===== config.mk =====
export PLATFORM = sky130hd
export DESIGN_NAME = zxbus_host_flat
export DESIGN_NICKNAME = d
export VERILOG_FILES = /design/src/rtl/zxbus_host_if.sv /design/src/rtl/zxbus_host.sv /design/src/flat_wrapper.sv
export SDC_FILE = /design/constraint.sdc
export NUM_CORES = 1
export LEC_CHECK = 0
export CAP_MARGIN = 40
export CORE_MARGIN = 1.5
export CORE_UTILIZATION = 40
export DETAILED_ROUTE_END_ITERATION = 12
export DONT_BUFFER_PORTS = 1
export SLEW_MARGIN = 25
export SYNTH_ARGS = -nofsm -noshare
export SYNTH_HDL_FRONTEND = slang
export SYNTH_SLANG_ARGS = --single-unit

===== constraint.sdc =====
create_clock -name clk -period 6.61 [get_ports clk]
set_clock_uncertainty 0.15 [all_clocks]
set_input_delay 1.322 -clock clk [delete_from_list [all_inputs] [get_ports clk]]
set_output_delay 1.322 -clock clk [all_outputs]
set_load 0.1 [all_outputs]

===== src/rtl/zxbus_host_if.sv =====
// Bundle of the local request/response handshake and the ZX-bus pins for zxbus_host.
// Handshake: a request is taken on a clock edge where req=1 and ready=1; req seen
// while ready=0 is dropped, never queued. rsp_valid is a one-cycle pulse per accepted
// request, and rsp_data/rsp_timeout are meaningful in that cycle.
interface zxbus_host_if;
  logic       req;
  logic       req_wr;
  logic [15:0] req_addr;
  logic [7:0] req_data;
  logic       ready;
  logic       rsp_valid;
  logic [7:0] rsp_data;
  logic       rsp_timeout;
  logic [7:0] zxa;
  logic       zxa14;
  logic       zxa15;
  logic       zxiorq_n;
  logic       zxmreq_n;
  logic       zxrd_n;
  logic       zxwr_n;
  logic [7:0] zxid_o;
  logic       zxid_oe;
  logic [7:0] zxid_i;
  logic       zxgenwait_n;

  // Host side: takes requests, drives the bus.
  modport master (
    input  req, req_wr, req_addr, req_data, zxid_i, zxgenwait_n,
    output ready, rsp_valid, rsp_data, rsp_timeout,
    output zxa, zxa14, zxa15, zxiorq_n, zxmreq_n, zxrd_n, zxwr_n, zxid_o, zxid_oe
  );

  // Controller plus bus-slave side: issues requests, answers on the bus.
  modport slave (
    output req, req_wr, req_addr, req_data, zxid_i, zxgenwait_n,
    input  ready, rsp_valid, rsp_data, rsp_timeout,
    input  zxa, zxa14, zxa15, zxiorq_n, zxmreq_n, zxrd_n, zxwr_n, zxid_o, zxid_oe
  );
endinterface


===== src/rtl/zxbus_host.sv =====
// ZX-bus I/O cycle initiator: turns single-byte read/write requests into timed
// IORQ cycles (setup, strobe with wait-state extension, hold) and reports
// completion with a one-cycle rsp_valid pulse. All outputs are registered.
module zxbus_host #(
  parameter int T_SETUP  = 2,
  parameter int T_STROBE = 4,
  parameter int T_HOLD   = 2,
  parameter int WAIT_MAX = 255
) (
  input  logic         clk,
  input  logic         rst,
  zxbus_host_if.master bus,
  output logic [2:0]   dbg_state_o
);

  typedef enum logic [2:0] {
    S_IDLE   = 3'd0,
    S_SETUP  = 3'd1,
    S_STROBE = 3'd2,
    S_WAIT   = 3'd3,
    S_HOLD   = 3'd4,
    S_DONE   = 3'd5
  } state_t;

  localparam logic [7:0] SETUP_LD  = 8'(T_SETUP - 1);
  localparam logic [7:0] STROBE_LD = 8'(T_STROBE - 1);
  localparam logic [7:0] HOLD_LD   = 8'(T_HOLD - 1);
  localparam logic [7:0] WAIT_LD   = 8'(WAIT_MAX - 1);

  state_t     state_q;
  logic [7:0] cnt_q;
  logic       wr_q;
  logic       timeout_q;
  logic       ready_q;
  logic       rsp_valid_q;
  logic [7:0] rsp_data_q;
  logic       rsp_timeout_q;
  logic [7:0] zxa_q;
  logic       zxa14_q;
  logic       zxa15_q;
  logic       iorq_n_q;
  logic       rd_n_q;
  logic       wr_n_q;
  logic [7:0] zxid_o_q;
  logic       zxid_oe_q;
  logic       wait_meta_q;
  logic       wait_sync_q;

  // Two-flop synchroniser for the slave's asynchronous wait request (idle high).
  always_ff @(posedge clk) begin
    if (rst) begin
      wait_meta_q <= 1'b1;
      wait_sync_q <= 1'b1;
    end else begin
      wait_meta_q <= bus.zxgenwait_n;
      wait_sync_q <= wait_meta_q;
    end
  end

  // Bus-cycle sequencer; one shared down-counter times every phase.
  always_ff @(posedge clk) begin
    if (rst) begin
      state_q       <= S_IDLE;
      cnt_q         <= 8'd0;
      wr_q          <= 1'b0;
      timeout_q     <= 1'b0;
      ready_q       <= 1'b1;
      rsp_valid_q   <= 1'b0;
      rsp_data_q    <= 8'hFF;
      rsp_timeout_q <= 1'b0;
      zxa_q         <= 8'd0;
      zxa14_q       <= 1'b0;
      zxa15_q       <= 1'b0;
      iorq_n_q      <= 1'b1;
      rd_n_q        <= 1'b1;
      wr_n_q        <= 1'b1;
      zxid_o_q      <= 8'd0;
      zxid_oe_q     <= 1'b0;
    end else begin
      rsp_valid_q <= 1'b0;
      case (state_q)
        S_IDLE: begin
          if (bus.req) begin
            wr_q      <= bus.req_wr;
            zxa_q     <= bus.req_addr[7:0];
            zxa14_q   <= bus.req_addr[14];
            zxa15_q   <= bus.req_addr[15];
            if (bus.req_wr) begin
              zxid_o_q  <= bus.req_data;
              zxid_oe_q <= 1'b1;
            end
            timeout_q <= 1'b0;
            ready_q   <= 1'b0;
            cnt_q     <= SETUP_LD;
            state_q   <= S_SETUP;
          end
        end
        S_SETUP: begin
          if (cnt_q == 8'd0) begin
            iorq_n_q <= 1'b0;
            if (wr_q) wr_n_q <= 1'b0;
            else      rd_n_q <= 1'b0;
            cnt_q   <= STROBE_LD;
            state_q <= S_STROBE;
          end else begin
            cnt_q <= cnt_q - 8'd1;
          end
        end
        S_STROBE: begin
          if (cnt_q == 8'd0) begin
            if (!wait_sync_q) begin
              cnt_q   <= WAIT_LD;
              state_q <= S_WAIT;
            end else begin
              rsp_data_q <= wr_q ? 8'hFF : bus.zxid_i;
              iorq_n_q   <= 1'b1;
              rd_n_q     <= 1'b1;
              wr_n_q     <= 1'b1;
              cnt_q      <= HOLD_LD;
              state_q    <= S_HOLD;
            end
          end else begin
            cnt_q <= cnt_q - 8'd1;
          end
        end
        S_WAIT: begin
          if (wait_sync_q) begin
            rsp_data_q <= wr_q ? 8'hFF : bus.zxid_i;
            iorq_n_q   <= 1'b1;
            rd_n_q     <= 1'b1;
            wr_n_q     <= 1'b1;
            cnt_q      <= HOLD_LD;
            state_q    <= S_HOLD;
          end else if (cnt_q == 8'd0) begin
            // Slave never released the bus: abandon the cycle with a dummy byte.
            timeout_q  <= 1'b1;
            rsp_data_q <= 8'hFF;
            iorq_n_q   <= 1'b1;
            rd_n_q     <= 1'b1;
            wr_n_q     <= 1'b1;
            cnt_q      <= HOLD_LD;
            state_q    <= S_HOLD;
          end else begin
            cnt_q <= cnt_q - 8'd1;
          end
        end
        S_HOLD: begin
          if (cnt_q == 8'd0) begin
            zxid_oe_q <= 1'b0;
            state_q   <= S_DONE;
          end else begin
            cnt_q <= cnt_q - 8'd1;
          end
        end
        S_DONE: begin
          rsp_valid_q   <= 1'b1;
          rsp_timeout_q <= timeout_q;
          ready_q       <= 1'b1;
          state_q       <= S_IDLE;
        end
        default: state_q <= S_IDLE;
      endcase
    end
  end

  assign bus.ready       = ready_q;
  assign bus.rsp_valid   = rsp_valid_q;
  assign bus.rsp_data    = rsp_data_q;
  assign bus.rsp_timeout = rsp_timeout_q;
  assign bus.zxa         = zxa_q;
  assign bus.zxa14       = zxa14_q;
  assign bus.zxa15       = zxa15_q;
  assign bus.zxiorq_n    = iorq_n_q;
  assign bus.zxmreq_n    = 1'b1;
  assign bus.zxrd_n      = rd_n_q;
  assign bus.zxwr_n      = wr_n_q;
  assign bus.zxid_o      = zxid_o_q;
  assign bus.zxid_oe     = zxid_oe_q;
  assign dbg_state_o     = state_q;

endmodule

===== src/flat_wrapper.sv =====
// flat-port wrapper written by rule: the top's interface ports become plain ports
module zxbus_host_flat 
#(
  parameter int T_SETUP  = 2,
  parameter int T_STROBE = 4,
  parameter int T_HOLD   = 2,
  parameter int WAIT_MAX = 255
)
  (clk, rst, dbg_state_o, bus_req, bus_req_wr, bus_req_addr, bus_req_data, bus_zxid_i, bus_zxgenwait_n, bus_ready, bus_rsp_valid, bus_rsp_data, bus_rsp_timeout, bus_zxa, bus_zxa14, bus_zxa15, bus_zxiorq_n, bus_zxmreq_n, bus_zxrd_n, bus_zxwr_n, bus_zxid_o, bus_zxid_oe);
  zxbus_host_if bus_i ();
  input  logic clk;
  input  logic rst;
  output logic [2:0] dbg_state_o;
  input wire logic [$bits(bus_i.req)-1:0] bus_req;
  input wire logic [$bits(bus_i.req_wr)-1:0] bus_req_wr;
  input wire logic [$bits(bus_i.req_addr)-1:0] bus_req_addr;
  input wire logic [$bits(bus_i.req_data)-1:0] bus_req_data;
  input wire logic [$bits(bus_i.zxid_i)-1:0] bus_zxid_i;
  input wire logic [$bits(bus_i.zxgenwait_n)-1:0] bus_zxgenwait_n;
  output wire logic [$bits(bus_i.ready)-1:0] bus_ready;
  output wire logic [$bits(bus_i.rsp_valid)-1:0] bus_rsp_valid;
  output wire logic [$bits(bus_i.rsp_data)-1:0] bus_rsp_data;
  output wire logic [$bits(bus_i.rsp_timeout)-1:0] bus_rsp_timeout;
  output wire logic [$bits(bus_i.zxa)-1:0] bus_zxa;
  output wire logic [$bits(bus_i.zxa14)-1:0] bus_zxa14;
  output wire logic [$bits(bus_i.zxa15)-1:0] bus_zxa15;
  output wire logic [$bits(bus_i.zxiorq_n)-1:0] bus_zxiorq_n;
  output wire logic [$bits(bus_i.zxmreq_n)-1:0] bus_zxmreq_n;
  output wire logic [$bits(bus_i.zxrd_n)-1:0] bus_zxrd_n;
  output wire logic [$bits(bus_i.zxwr_n)-1:0] bus_zxwr_n;
  output wire logic [$bits(bus_i.zxid_o)-1:0] bus_zxid_o;
  output wire logic [$bits(bus_i.zxid_oe)-1:0] bus_zxid_oe;
  assign bus_i.req = bus_req;
  assign bus_i.req_wr = bus_req_wr;
  assign bus_i.req_addr = bus_req_addr;
  assign bus_i.req_data = bus_req_data;
  assign bus_i.zxid_i = bus_zxid_i;
  assign bus_i.zxgenwait_n = bus_zxgenwait_n;
  assign bus_ready = bus_i.ready;
  assign bus_rsp_valid = bus_i.rsp_valid;
  assign bus_rsp_data = bus_i.rsp_data;
  assign bus_rsp_timeout = bus_i.rsp_timeout;
  assign bus_zxa = bus_i.zxa;
  assign bus_zxa14 = bus_i.zxa14;
  assign bus_zxa15 = bus_i.zxa15;
  assign bus_zxiorq_n = bus_i.zxiorq_n;
  assign bus_zxmreq_n = bus_i.zxmreq_n;
  assign bus_zxrd_n = bus_i.zxrd_n;
  assign bus_zxwr_n = bus_i.zxwr_n;
  assign bus_zxid_o = bus_i.zxid_o;
  assign bus_zxid_oe = bus_i.zxid_oe;
  zxbus_host #(.T_SETUP(T_SETUP), .T_STROBE(T_STROBE), .T_HOLD(T_HOLD), .WAIT_MAX(WAIT_MAX)) u_core (.clk(clk), .rst(rst), .bus(bus_i), .dbg_state_o(dbg_state_o));
endmodule

==> out/qor.csv <==
metric;value;unit
arrival;1.31;ns
relSlewSlack;60.0;%
power_per_cell_area;544;nW/µm²
vias_per_cell;5.40;
synth_cell_types;49;
place_inst;340;
final_area;2750;µm²
synthesis.nets;288;
avgSynthCellArea;8.35;µm²
drt_pass1_iterations;4;
layout_common_cells;dfxtp_1, nand2_1, a21oi_1, buf_8, nor2_1;
dp_hpwl;3490;µm
status;complete, no violations;
fillers;487;
cts_root_buf;clkbuf_8;
cts_buffers;5;
synth_top_area_cell;dfxtp_1;
vias;1880;
die_w;75.2;µm
cpPeakStageDelay;0.59;ns
setup-tns-final;0;ns
dpl_cell_area;2630;µm²
fp.dieArea;5660;µm²
drive_gt1_share;20.5;%
fin_nets;315;
critPathBufInv;1;
yosysSeqAreaShare;46.0;%
setup_ws;3.83;ns
clkLatencyLatePin;0.31;ns
yosys_register_bits;48;
coreArea;5070;µm²
drt-total-wl;4860;µm
ant_nets;0;
async_flop_share;0;%
synth_enable_flop_cells;0;
critical_path.slowest_cell;dfxtp_1;
multi_input_area;1020;µm²
p_total;1.49;mW
cap_violations;0;
diodes;0;
worstMarginPinSlew;0.594;ns
worst_ir_drop_vdd;0.000283;V
synth_top_area_share;46.0;%
crit_chain;buf_4;
layout_min_cycle_time;2.78;ns
pre_cts_slack;3.73;ns
worst_setup_path_end_kind;primary output;
timing.fmax;359;MHz
grt-ovfl-total;0;
drc;0;
wire_per_inst;14.0;µm
start_kind;flop;
final_common_cell;dfxtp_1;
syn_to_final_growth;31.6;%
regArea;961;µm²
htree_levels;2;
numPortBuffers;0;
yosysWarnings;0;
grt_pass1_wl;7500;µm
antenna_found_initial;0;
finish.utilization;54.1;%
cts_resized;0;
hold_buffers;0;
rows;26;
clkTransAtPathRegs;0.08;ns
synthTopCellsByArea;dfxtp_1, a21oi_1, nand2_1;
crit_fanout;14;
syn_inst;250;
period_share;42.1;%
synth_ff_type;dfxtp_1;
leakage;1.06;nW
initial_core_util;41.1;%
crit_type;reg2out;
rsz0062_at_grt;no;
grt_pass1_vias;1687;
crit_required;5.14;ns
drt_iter0_drc;73;
drv_slew;0;
io-pin-count;74;
setup_violations;0;
stdcell_count;348;
hold-worst-slack;0.271;ns
cts.sinks;48;
grt.total_usage;17.3;%
cp_top_family;flip-flops;
hold_path_class;reg2reg;
cts_tree;done;
gp_congestion;0.874;
clockBufferDepth;2;
grt_max_degree;39;
final_hold_viol_count;0;
post_cts_buffers;0;
synthesis.area;2090;µm²
die_h;75.2;µm
[cells in the mapped netlist, drive strengths merged (2+ instances only)]
cell type  count
dfxtp         48
nand2         44
a21oi         36
nor2          15
nand3         12
clkbuf        10
o21ai          8
o22a           8
buf            7
nor3           6
a21o           5
and2           4
inv            4
nor2b          4
a211oi         3
a31oi          3
or2            3
or3b           3
a2111oi        2
a22oi          2
nand3b         2
nor4           2
o21bai         2
[flip-flops by register name, summed over array words and instances (netlist names), 3 cells and up]
signal               flops
u_core.cnt_q             8
u_core.bus.rsp_data      8
u_core.bus.zxa           8
u_core.dbg_state_o       3
u_core.bus.zxid_o        8
[layout make-up]
| class | instances | share of cell area [%] |
|---|---|---|
| Timing Repair Buffer | 37 | 19.6 |
| Tap cell | 70 | 3.19 |
| Sequential cell | 48 | 35.0 |
| Inverter | 4 | 0.547 |
| Multi-Input combinational cell | 181 | 37.3 |
| Clock buffer | 6 | 3.01 |
| Clock inverter | 2 | 1.41 |
[final timing paths]
check / startpoint / to / slack (ns) / depth (start not counted)
min: u_core.wait_meta_q / u_core.wait_sync_q / 0.27 / 1
min reg2reg: u_core.wait_meta_q / u_core.wait_sync_q / 0.27 / 1
max: u_core.dbg_state_o[2] / dbg_state_o[2] / 3.83 / 1
max reg2reg: u_core.cnt_q[0] / u_core.bus.rsp_data[3] / 4.26 / 7
[cells by family after synthesis]
| kind of cell | share of synthesized area [%] |
|---|---|
| compound gates | 23.1 |
| buf+inv | 4.92 |
| simple gates | 24.3 |
| other cells | 0.180 |
| fa+ha+maj | 1.08 |
| flops | 46.0 |
| xor+xnor | 0.420 |
[layer usage]
| layer | share of wire (%) | track usage [%] | up-vias |
|---|---|---|---|
| met1 | 45 | 22.7 | 884 |
| li1 | - | - | 929 |
| met3 | 5.4 | 4.42 | 5 |
| met5 | 0 | 0 | - |
| met2 | 48 | 27.9 | 62 |
| met4 | 1.2 | 5.56 | 0 |
[where the power goes]
| part | total, mW | leakage (nW) | internal, mW | switching (mW) |
|---|---|---|---|---|
| Sequential | 0.419 | 0.392 | 0.349 | 0.0697 |
| Combinational | 0.853 | 0.606 | 0.276 | 0.577 |
| Clock | 0.222 | 0.0614 | 0.124 | 0.0987 |
Power figures use the tool's default switching activity.
